--- config.mk ---
export PLATFORM = sky130hd
export DESIGN_NAME = l1b_read_request_gen_flat
export DESIGN_NICKNAME = d
export VERILOG_FILES = /design/src/rtl/l1b_read_request_gen_pkg.sv /design/src/rtl/l1b_read_request_gen_if.sv /design/src/rtl/l1b_read_request_gen_fifo.sv /design/src/rtl/l1b_read_request_gen.sv /design/src/flat_wrapper.sv
export SDC_FILE = /design/constraint.sdc
export NUM_CORES = 1
export LEC_CHECK = 0
export ABC_AREA = 1
export CAP_MARGIN = 25
export CORE_ASPECT_RATIO = 1.5
export CORE_UTILIZATION = 40
export CTS_CLUSTER_DIAMETER = 150
export DETAILED_ROUTE_END_ITERATION = 6
export PLACE_DENSITY_LB_ADDON = 0.2
export RECOVER_POWER = 50
export REMOVE_ABC_BUFFERS = 1
export SLEW_MARGIN = 30
export SYNTH_ARGS = -nofsm -noshare
export SYNTH_HDL_FRONTEND = slang
export SYNTH_HIERARCHICAL = 1
export SYNTH_SLANG_ARGS = --single-unit
--- constraint.sdc ---
create_clock -name CLK -period 2.5 [get_ports CLK]
set_clock_uncertainty 0.1 [all_clocks]
set_input_delay 0.375 -clock CLK [delete_from_list [all_inputs] [get_ports CLK]]
set_output_delay 0.375 -clock CLK [all_outputs]
set_load 0.02 [all_outputs]
--- src/rtl/l1b_read_request_gen_pkg.sv ---
// rtl/l1b_read_request_gen_pkg.sv - shared globals for the L1 buffer read-request generator
// Purpose: address width global (`L1B_ADDR_WIDTH, default 8), the default
//          issue spacing shared with the read-address mux, and the FSM
//          state encoding used by l1b_read_request_gen.
// Ports:   none (package).
`ifndef L1B_ADDR_WIDTH
`define L1B_ADDR_WIDTH 8
`endif

package l1b_read_request_gen_pkg;

  localparam int L1B_ADDR_W          = `L1B_ADDR_WIDTH;
  localparam int L1B_DEFAULT_SPACING = 4;

  typedef enum logic [1:0] {
    IDLE  = 2'd0,
    ISSUE = 2'd1,
    GAP   = 2'd2
  } reqState_e;

endpackage

--- src/rtl/l1b_read_request_gen_if.sv ---
// rtl/l1b_read_request_gen_if.sv - trigger/issue bus of the L1 buffer read-request generator
// Purpose: bundles the trigger inputs and the issue/status outputs.
//          master = generator side, slave = trigger source / downstream mux.
//          L1B_REQ_COUNT_EN adds R3IssueCount / L1IssueCount.
// Signals: Latency, R3Trig, L1Trig, ClearErr (to generator);
//          WriteAddr, AI, BI, AddressIn1, AddressIn2, R3Overflow,
//          L1Overflow, Busy [, R3IssueCount, L1IssueCount] (from generator).
interface l1b_read_request_gen_if
  import l1b_read_request_gen_pkg::*;
#(
  parameter int ADDR_W = L1B_ADDR_W
);

  logic [ADDR_W-1:0] Latency;
  logic              R3Trig;
  logic              L1Trig;
  logic              ClearErr;
  logic [ADDR_W-1:0] WriteAddr;
  logic              AI;
  logic              BI;
  logic [ADDR_W-1:0] AddressIn1;
  logic [ADDR_W-1:0] AddressIn2;
  logic              R3Overflow;
  logic              L1Overflow;
  logic              Busy;
`ifdef L1B_REQ_COUNT_EN
  logic [15:0]       R3IssueCount;
  logic [15:0]       L1IssueCount;

  modport master (
    input  Latency, R3Trig, L1Trig, ClearErr,
    output WriteAddr, AI, BI, AddressIn1, AddressIn2,
           R3Overflow, L1Overflow, Busy, R3IssueCount, L1IssueCount
  );

  modport slave (
    output Latency, R3Trig, L1Trig, ClearErr,
    input  WriteAddr, AI, BI, AddressIn1, AddressIn2,
           R3Overflow, L1Overflow, Busy, R3IssueCount, L1IssueCount
  );
`else
  modport master (
    input  Latency, R3Trig, L1Trig, ClearErr,
    output WriteAddr, AI, BI, AddressIn1, AddressIn2,
           R3Overflow, L1Overflow, Busy
  );

  modport slave (
    output Latency, R3Trig, L1Trig, ClearErr,
    input  WriteAddr, AI, BI, AddressIn1, AddressIn2,
           R3Overflow, L1Overflow, Busy
  );
`endif

endinterface

--- src/rtl/l1b_read_request_gen_fifo.sv ---
// rtl/l1b_read_request_gen_fifo.sv - request queue (l1b_req_fifo) for one trigger source
// Purpose: synchronous FIFO, W bits x DEPTH entries (DEPTH power of 2).
//          A push while full is accepted only when a pop happens in the
//          same cycle; otherwise it is ignored (the caller flags overflow).
// Ports:   CLK, RST (sync, active-high), push, pushData, pop,
//          full, empty, head (oldest entry, valid when !empty).
module l1b_req_fifo #(
  parameter int W     = 8,
  parameter int DEPTH = 4
) (
  input  logic         CLK,
  input  logic         RST,
  input  logic         push,
  input  logic [W-1:0] pushData,
  input  logic         pop,
  output logic         full,
  output logic         empty,
  output logic [W-1:0] head
);

  localparam int PW = $clog2(DEPTH);
  localparam logic [PW-1:0] PTR_ONE = PW'(1);
  localparam logic [PW:0]   CNT_ONE = (PW + 1)'(1);

  logic [W-1:0]  mem [DEPTH];
  logic [PW-1:0] rdPtr;
  logic [PW-1:0] wrPtr;
  logic [PW:0]   count;
  logic          doPush;
  logic          doPop;

  assign full   = (count == (PW + 1)'(DEPTH));
  assign empty  = (count == '0);
  assign head   = mem[rdPtr];
  assign doPop  = pop && !empty;
  assign doPush = push && (!full || doPop);

  always_ff @(posedge CLK) begin
    if (doPush) begin
      mem[wrPtr] <= pushData;
    end
  end

  always_ff @(posedge CLK) begin
    if (RST) begin
      rdPtr <= '0;
      wrPtr <= '0;
      count <= '0;
    end else begin
      if (doPush) begin
        wrPtr <= wrPtr + PTR_ONE;
      end
      if (doPop) begin
        rdPtr <= rdPtr + PTR_ONE;
      end
      case ({doPush, doPop})
        2'b10:   count <= count + CNT_ONE;
        2'b01:   count <= count - CNT_ONE;
        default: count <= count;
      endcase
    end
  end

endmodule

--- src/rtl/l1b_read_request_gen.sv ---
// rtl/l1b_read_request_gen.sv - L1 buffer read-request generator (initiator side of read-address mux)
// Purpose: runs the circular write pointer, turns R3/L1 triggers into read
//          addresses (WriteAddr - Latency), queues them per source and
//          issues AI (R3) / BI (L1) pulses at least SPACING cycles apart,
//          R3 first. Optional L1B_REQ_COUNT_EN adds saturating issue counters.
// Ports:   CLK, RST (sync, active-high), bus (l1b_read_request_gen_if.master).
module l1b_read_request_gen
  import l1b_read_request_gen_pkg::*;
#(
  parameter int ADDR_W     = L1B_ADDR_W,
  parameter int FIFO_DEPTH = 4,
  parameter int SPACING    = L1B_DEFAULT_SPACING
) (
  input logic                    CLK,
  input logic                    RST,
  l1b_read_request_gen_if.master bus
);

  // Last GAP cycle index: ISSUE + (SPACING-2) GAP + IDLE = SPACING cycles per slot.
  localparam logic [3:0] GAP_LAST = 4'(SPACING - 3);

  reqState_e         state;
  reqState_e         stateNext;
  logic [ADDR_W-1:0] writeAddr;
  logic [ADDR_W-1:0] reqAddr;
  logic [ADDR_W-1:0] addrIn1;
  logic [ADDR_W-1:0] addrIn2;
  logic [3:0]        gapCnt;
  logic              srcL1;
  logic              selR3;
  logic              selL1;
  logic              r3Full, r3Empty, r3Pop;
  logic              l1Full, l1Empty, l1Pop;
  logic [ADDR_W-1:0] r3Head, l1Head;
  logic              r3Ovf, l1Ovf;

  assign reqAddr = writeAddr - bus.Latency;

  // The entry stays in the queue through ISSUE and is popped there, so the
  // ISSUE slot still counts as occupancy for overflow purposes.
  assign r3Pop = (state == ISSUE) && !srcL1;
  assign l1Pop = (state == ISSUE) && srcL1;

  l1b_req_fifo #(.W(ADDR_W), .DEPTH(FIFO_DEPTH)) u_r3Fifo (
    .CLK      (CLK),
    .RST      (RST),
    .push     (bus.R3Trig),
    .pushData (reqAddr),
    .pop      (r3Pop),
    .full     (r3Full),
    .empty    (r3Empty),
    .head     (r3Head)
  );

  l1b_req_fifo #(.W(ADDR_W), .DEPTH(FIFO_DEPTH)) u_l1Fifo (
    .CLK      (CLK),
    .RST      (RST),
    .push     (bus.L1Trig),
    .pushData (reqAddr),
    .pop      (l1Pop),
    .full     (l1Full),
    .empty    (l1Empty),
    .head     (l1Head)
  );

  always_comb begin
    stateNext = state;
    selR3     = 1'b0;
    selL1     = 1'b0;
    case (state)
      IDLE: begin
        if (!r3Empty) begin
          selR3     = 1'b1;
          stateNext = ISSUE;
        end else if (!l1Empty) begin
          selL1     = 1'b1;
          stateNext = ISSUE;
        end
      end
      ISSUE:   stateNext = GAP;
      GAP:     if (gapCnt == GAP_LAST) stateNext = IDLE;
      default: stateNext = IDLE;
    endcase
  end

  always_ff @(posedge CLK) begin
    if (RST) begin
      state     <= IDLE;
      writeAddr <= '0;
      gapCnt    <= '0;
      srcL1     <= 1'b0;
      addrIn1   <= '0;
      addrIn2   <= '0;
      r3Ovf     <= 1'b0;
      l1Ovf     <= 1'b0;
    end else begin
      state     <= stateNext;
      writeAddr <= writeAddr + ADDR_W'(1);
      gapCnt    <= (state == GAP) ? gapCnt + 4'd1 : 4'd0;
      // Address registers load on the edge into ISSUE so they are already
      // valid in the pulse cycle and hold until the next issue of that source.
      if (selR3) begin
        srcL1   <= 1'b0;
        addrIn1 <= r3Head;
      end
      if (selL1) begin
        srcL1   <= 1'b1;
        addrIn2 <= l1Head;
      end
      // A new drop wins over ClearErr in the same cycle.
      if (bus.R3Trig && r3Full && !r3Pop) r3Ovf <= 1'b1;
      else if (bus.ClearErr)              r3Ovf <= 1'b0;
      if (bus.L1Trig && l1Full && !l1Pop) l1Ovf <= 1'b1;
      else if (bus.ClearErr)              l1Ovf <= 1'b0;
    end
  end

  assign bus.WriteAddr  = writeAddr;
  assign bus.AI         = (state == ISSUE) && !srcL1;
  assign bus.BI         = (state == ISSUE) && srcL1;
  assign bus.AddressIn1 = addrIn1;
  assign bus.AddressIn2 = addrIn2;
  assign bus.R3Overflow = r3Ovf;
  assign bus.L1Overflow = l1Ovf;
  assign bus.Busy       = !r3Empty || !l1Empty || (state != IDLE);

`ifdef L1B_REQ_COUNT_EN
  logic [15:0] r3Cnt;
  logic [15:0] l1Cnt;

  always_ff @(posedge CLK) begin
    if (RST) begin
      r3Cnt <= '0;
      l1Cnt <= '0;
    end else begin
      if (bus.AI && (r3Cnt != 16'hFFFF)) r3Cnt <= r3Cnt + 16'd1;
      if (bus.BI && (l1Cnt != 16'hFFFF)) l1Cnt <= l1Cnt + 16'd1;
    end
  end

  assign bus.R3IssueCount = r3Cnt;
  assign bus.L1IssueCount = l1Cnt;
`endif

endmodule

--- src/flat_wrapper.sv ---
// flat-port wrapper written by rule: the top's interface ports become plain ports
module l1b_read_request_gen_flat import l1b_read_request_gen_pkg::*;
#(
  parameter int ADDR_W     = L1B_ADDR_W,
  parameter int FIFO_DEPTH = 4,
  parameter int SPACING    = L1B_DEFAULT_SPACING
)
  (CLK, RST, bus_Latency, bus_R3Trig, bus_L1Trig, bus_ClearErr, bus_WriteAddr, bus_AI, bus_BI, bus_AddressIn1, bus_AddressIn2, bus_R3Overflow, bus_L1Overflow, bus_Busy);
  l1b_read_request_gen_if #(.ADDR_W(ADDR_W)) bus_i ();
  input logic CLK;
  input logic RST;
  input wire logic [$bits(bus_i.Latency)-1:0] bus_Latency;
  input wire logic [$bits(bus_i.R3Trig)-1:0] bus_R3Trig;
  input wire logic [$bits(bus_i.L1Trig)-1:0] bus_L1Trig;
  input wire logic [$bits(bus_i.ClearErr)-1:0] bus_ClearErr;
  output wire logic [$bits(bus_i.WriteAddr)-1:0] bus_WriteAddr;
  output wire logic [$bits(bus_i.AI)-1:0] bus_AI;
  output wire logic [$bits(bus_i.BI)-1:0] bus_BI;
  output wire logic [$bits(bus_i.AddressIn1)-1:0] bus_AddressIn1;
  output wire logic [$bits(bus_i.AddressIn2)-1:0] bus_AddressIn2;
  output wire logic [$bits(bus_i.R3Overflow)-1:0] bus_R3Overflow;
  output wire logic [$bits(bus_i.L1Overflow)-1:0] bus_L1Overflow;
  output wire logic [$bits(bus_i.Busy)-1:0] bus_Busy;
  assign bus_i.Latency = bus_Latency;
  assign bus_i.R3Trig = bus_R3Trig;
  assign bus_i.L1Trig = bus_L1Trig;
  assign bus_i.ClearErr = bus_ClearErr;
  assign bus_WriteAddr = bus_i.WriteAddr;
  assign bus_AI = bus_i.AI;
  assign bus_BI = bus_i.BI;
  assign bus_AddressIn1 = bus_i.AddressIn1;
  assign bus_AddressIn2 = bus_i.AddressIn2;
  assign bus_R3Overflow = bus_i.R3Overflow;
  assign bus_L1Overflow = bus_i.L1Overflow;
  assign bus_Busy = bus_i.Busy;
  l1b_read_request_gen #(.ADDR_W(ADDR_W), .FIFO_DEPTH(FIFO_DEPTH), .SPACING(SPACING)) u_core (.CLK(CLK), .RST(RST), .bus(bus_i));
endmodule
==> metrics <==
Synthesis Warnings=6; CTS Hold Buffers Added=0; root buffer cell=clkbuf_16; drt pass-1 iters=4; Detailed Route WL=just over 10,000 µm; Starting Density=approximately two fifths; CP required=2.03 ns; sequential area share after synthesis=approximately three fifths; Final Hold Fails=0; Mapped Area=4980 µm²; setup TNS=0 ns; f_max=0.440 GHz; critical path peak fanout=4; design area=between 6000 and 7000 µm²; Seq cells post-synth=115; total core area=approximately 12,000 µm²; io pins=42; Final Max Slew Viols=0; Num Clock Sinks=115; routed vias=between 3k and 4k; Synth area leader=edfxtp_1; Tmin final=2.27 ns; Resize count post-CTS=0; status=completed; num rows=~50; Register Area=between 2000 and 3000 µm²; vias in the first global route=around 3.4k; Util after Layout=51.2%; Placed Area=approximately 5600 µm²; Hold WC Path Type=flip-flop to flip-flop; switching portion of total power=28.9%; # Post-CTS Setup Buffers=0; startpoint type of the worst setup path=flip-flop; n_diodes=0; Syn Area/Cell=9.77 µm²; die height=approximately 140 µm; multi-input logic area=about 1700 µm²; Mapped Cells=510; critical path class=flip-flop to primary output; Leakage Power=~0.0025 µW; vias per inst=4.83; Worst VDD drop=about 0.00042 V; pin count of the biggest net entering global routing=19; All-Layer GR Usage=17.0%; H-tree lvl count=4; worst slew pin tran=approximately 0.85 ns; commonest non-fill, non-tap cell in the layout=nor2_1; slew margin rel.=43.4%; commonest non-fill, non-tap cells in the layout=nor2_1 (83), inv_1 (66), edfxtp_1 (64); Final setup viols=0; Sequential Power Share=around 40%; worst path arrival time=1.80 ns; Reg clk slew, reported paths=about 0.05 ns; Die Wd=just over 90 µm; Post-DP HPWL=about 7400 µm; DIE AREA=12,900 µm²; DR iter-0 viols=around 150; CTS buffer count=17; Max Buffers Root-to-Sink=2; PD cells=roughly 970 nW/µm²; DRC violation count after routing=0; synth unique cells=32; Period Utilization, post-route=90.9%; clk_lat worst skew=0.40 ns; share of layout cells above drive strength 1=a little under a tenth; Filler Cell Count=roughly 1.1k; area share of the largest cell type after synthesis=about 39%; switching pwr=around 1700 µW; global route overflow=0; Clock Power Share=roughly two fifths; Int Pwr=4290 µW; Synth area leaders=edfxtp_1 (39%), dfxtp_1 (20%), nor2_1 (6.1%); Setup crit end kind=primary output; power share of the combinational group=roughly 22%; first-pass GRT wire length=approximately 17,000 µm; Routed Antenna Nets=0; Layout area overhead=24.2%; unrepaired setup endpoints after global routing=no; # port buffers=41; CTS tree=done; GP Congestion=approximately 0.83; initial antenna violation count=0; post-layout net count=around 600; DR WL/cell=13.8 µm; MaxCap Viol Count=0
metrics by stage:
stage               hold slack [ns]  worst slack, ns  power (µW)  std cells
global placement              0.348            0.145        3720        711
floorplan                     0.334            0.307        3230        501
CTS                           0.364            0.206        6140        743
detailed placement            0.350           0.0986        3760        711
global route                  0.384           0.0264        6340        743
finish                        0.358            0.227        6030        743
layer usage:
metal | vias to the layer above | global-route usage, % | part of all wire, %
met4 | 0 | 6.80 | 1.3
met3 | 8 | 4.50 | 2.3
li1 | 1845 | - | -
met5 | - | 0 | 0
met2 | 45 | 31.1 | 55
met1 | 1694 | 18.3 | 41
cells in the mapped netlist:
library cell  instances
o21ai_2               3
o22ai_1              17
nor3_1                2
nand2_2               4
xor2_1                3
nor2_2                4
a21boi_0              1
nand3b_1              1
edfxtp_1             64
o21ai_4               1
nand3_2               2
inv_1                65
a21oi_1              30
inv_2                 3
nand3_1              26
nor2_1               81
a31oi_1               2
o21ai_1              11
nor2_4                1
buf_6                 4
buf_2                 5
dfxtp_1              51
nand4_1               3
nor3b_1               1
nand2_4               1
ha_1                 19
o21a_1                2
fa_1                  3
nand2_1              63
xnor2_1               2
or2_2                 2
o21ai_0              33
sequential cells by signal (all words and copies together) (netlist names), named ones only:
register	flops
u_core/bus.L1Overflow	1
u_core/bus.AddressIn1	8
u_core/state	2
u_core/u_r3Fifo/rdPtr	2
u_core/u_l1Fifo/count	3
u_core/u_l1Fifo/mem	32
u_core/u_r3Fifo/wrPtr	2
u_core/bus.AddressIn2	8
u_core/bus.R3Overflow	1
u_core/gapCnt	4
u_core/u_r3Fifo/mem	32
u_core/bus.WriteAddr	8
u_core/srcL1	1
u_core/u_r3Fifo/count	3
u_core/u_l1Fifo/rdPtr	2
u_core/u_l1Fifo/wrPtr	2
cell families (layout without fill, tap and decap cells):
family / Yosys count / in the layout / synth area share (%)
simple gates: 191 / 191 / 16.4
flops: 115 / 115 / 59.1
fa+ha+maj: 22 / 22 / 5.98
compound gates: 100 / 100 / 11.1
xor+xnor: 5 / 5 / 0.879
buf+inv: 77 / 157 / 6.53
critical path, stage by stage (launching register included):
cell and delay (ns):
dfxtp_1 0.33, nor2_1 0.22, nand2_2 0.12, inv_1 0.11, nand3_1 0.08, clkdlybuf4s50_1 0.55
final cells by class:
| cell class | count | area share [%] |
|---|---|---|
| flip-flops and latches | 115 | 47.6 |
| multi-input cells | 318 | 27.5 |
| repair buffers | 57 | 8.21 |
| clock buffers | 23 | 7.91 |
| inverters | 68 | 4.12 |
| well taps | 153 | 3.09 |
| clock inverters | 9 | 1.66 |
final timing paths:
path | startpoint | endpoint | slack, ns | depth (start not counted)
worst max-delay path | u_core/u_r3Fifo/count[1]$_SDFFE_PP0P_ | bus_Busy | 0.23 | 5
worst min-delay path | u_core/bus.AddressIn2[6]$_SDFFE_PP0P_ | u_core/bus.AddressIn2[6]$_SDFFE_PP0P_ | 0.36 | 2
worst max register to register | u_core/state[1]$_SDFFE_PP0P_ | u_core/u_r3Fifo/count[2]$_SDFFE_PP0P_ | 0.25 | 16
worst min register to register | u_core/bus.AddressIn2[6]$_SDFFE_PP0P_ | u_core/bus.AddressIn2[6]$_SDFFE_PP0P_ | 0.36 | 2
power by group through the flow:
stage                     Combinational (µW)  Sequential (µW)  Clock, µW
final                                   1300             2370       2360
after global routing                    1460             2390       2490
after CTS                               1350             2380       2410
after detailed placement                1350             2410          0
after global placement                  1320             2400          0
after floorplan                          732             2500          0
(Power assumes the default switching activity.)
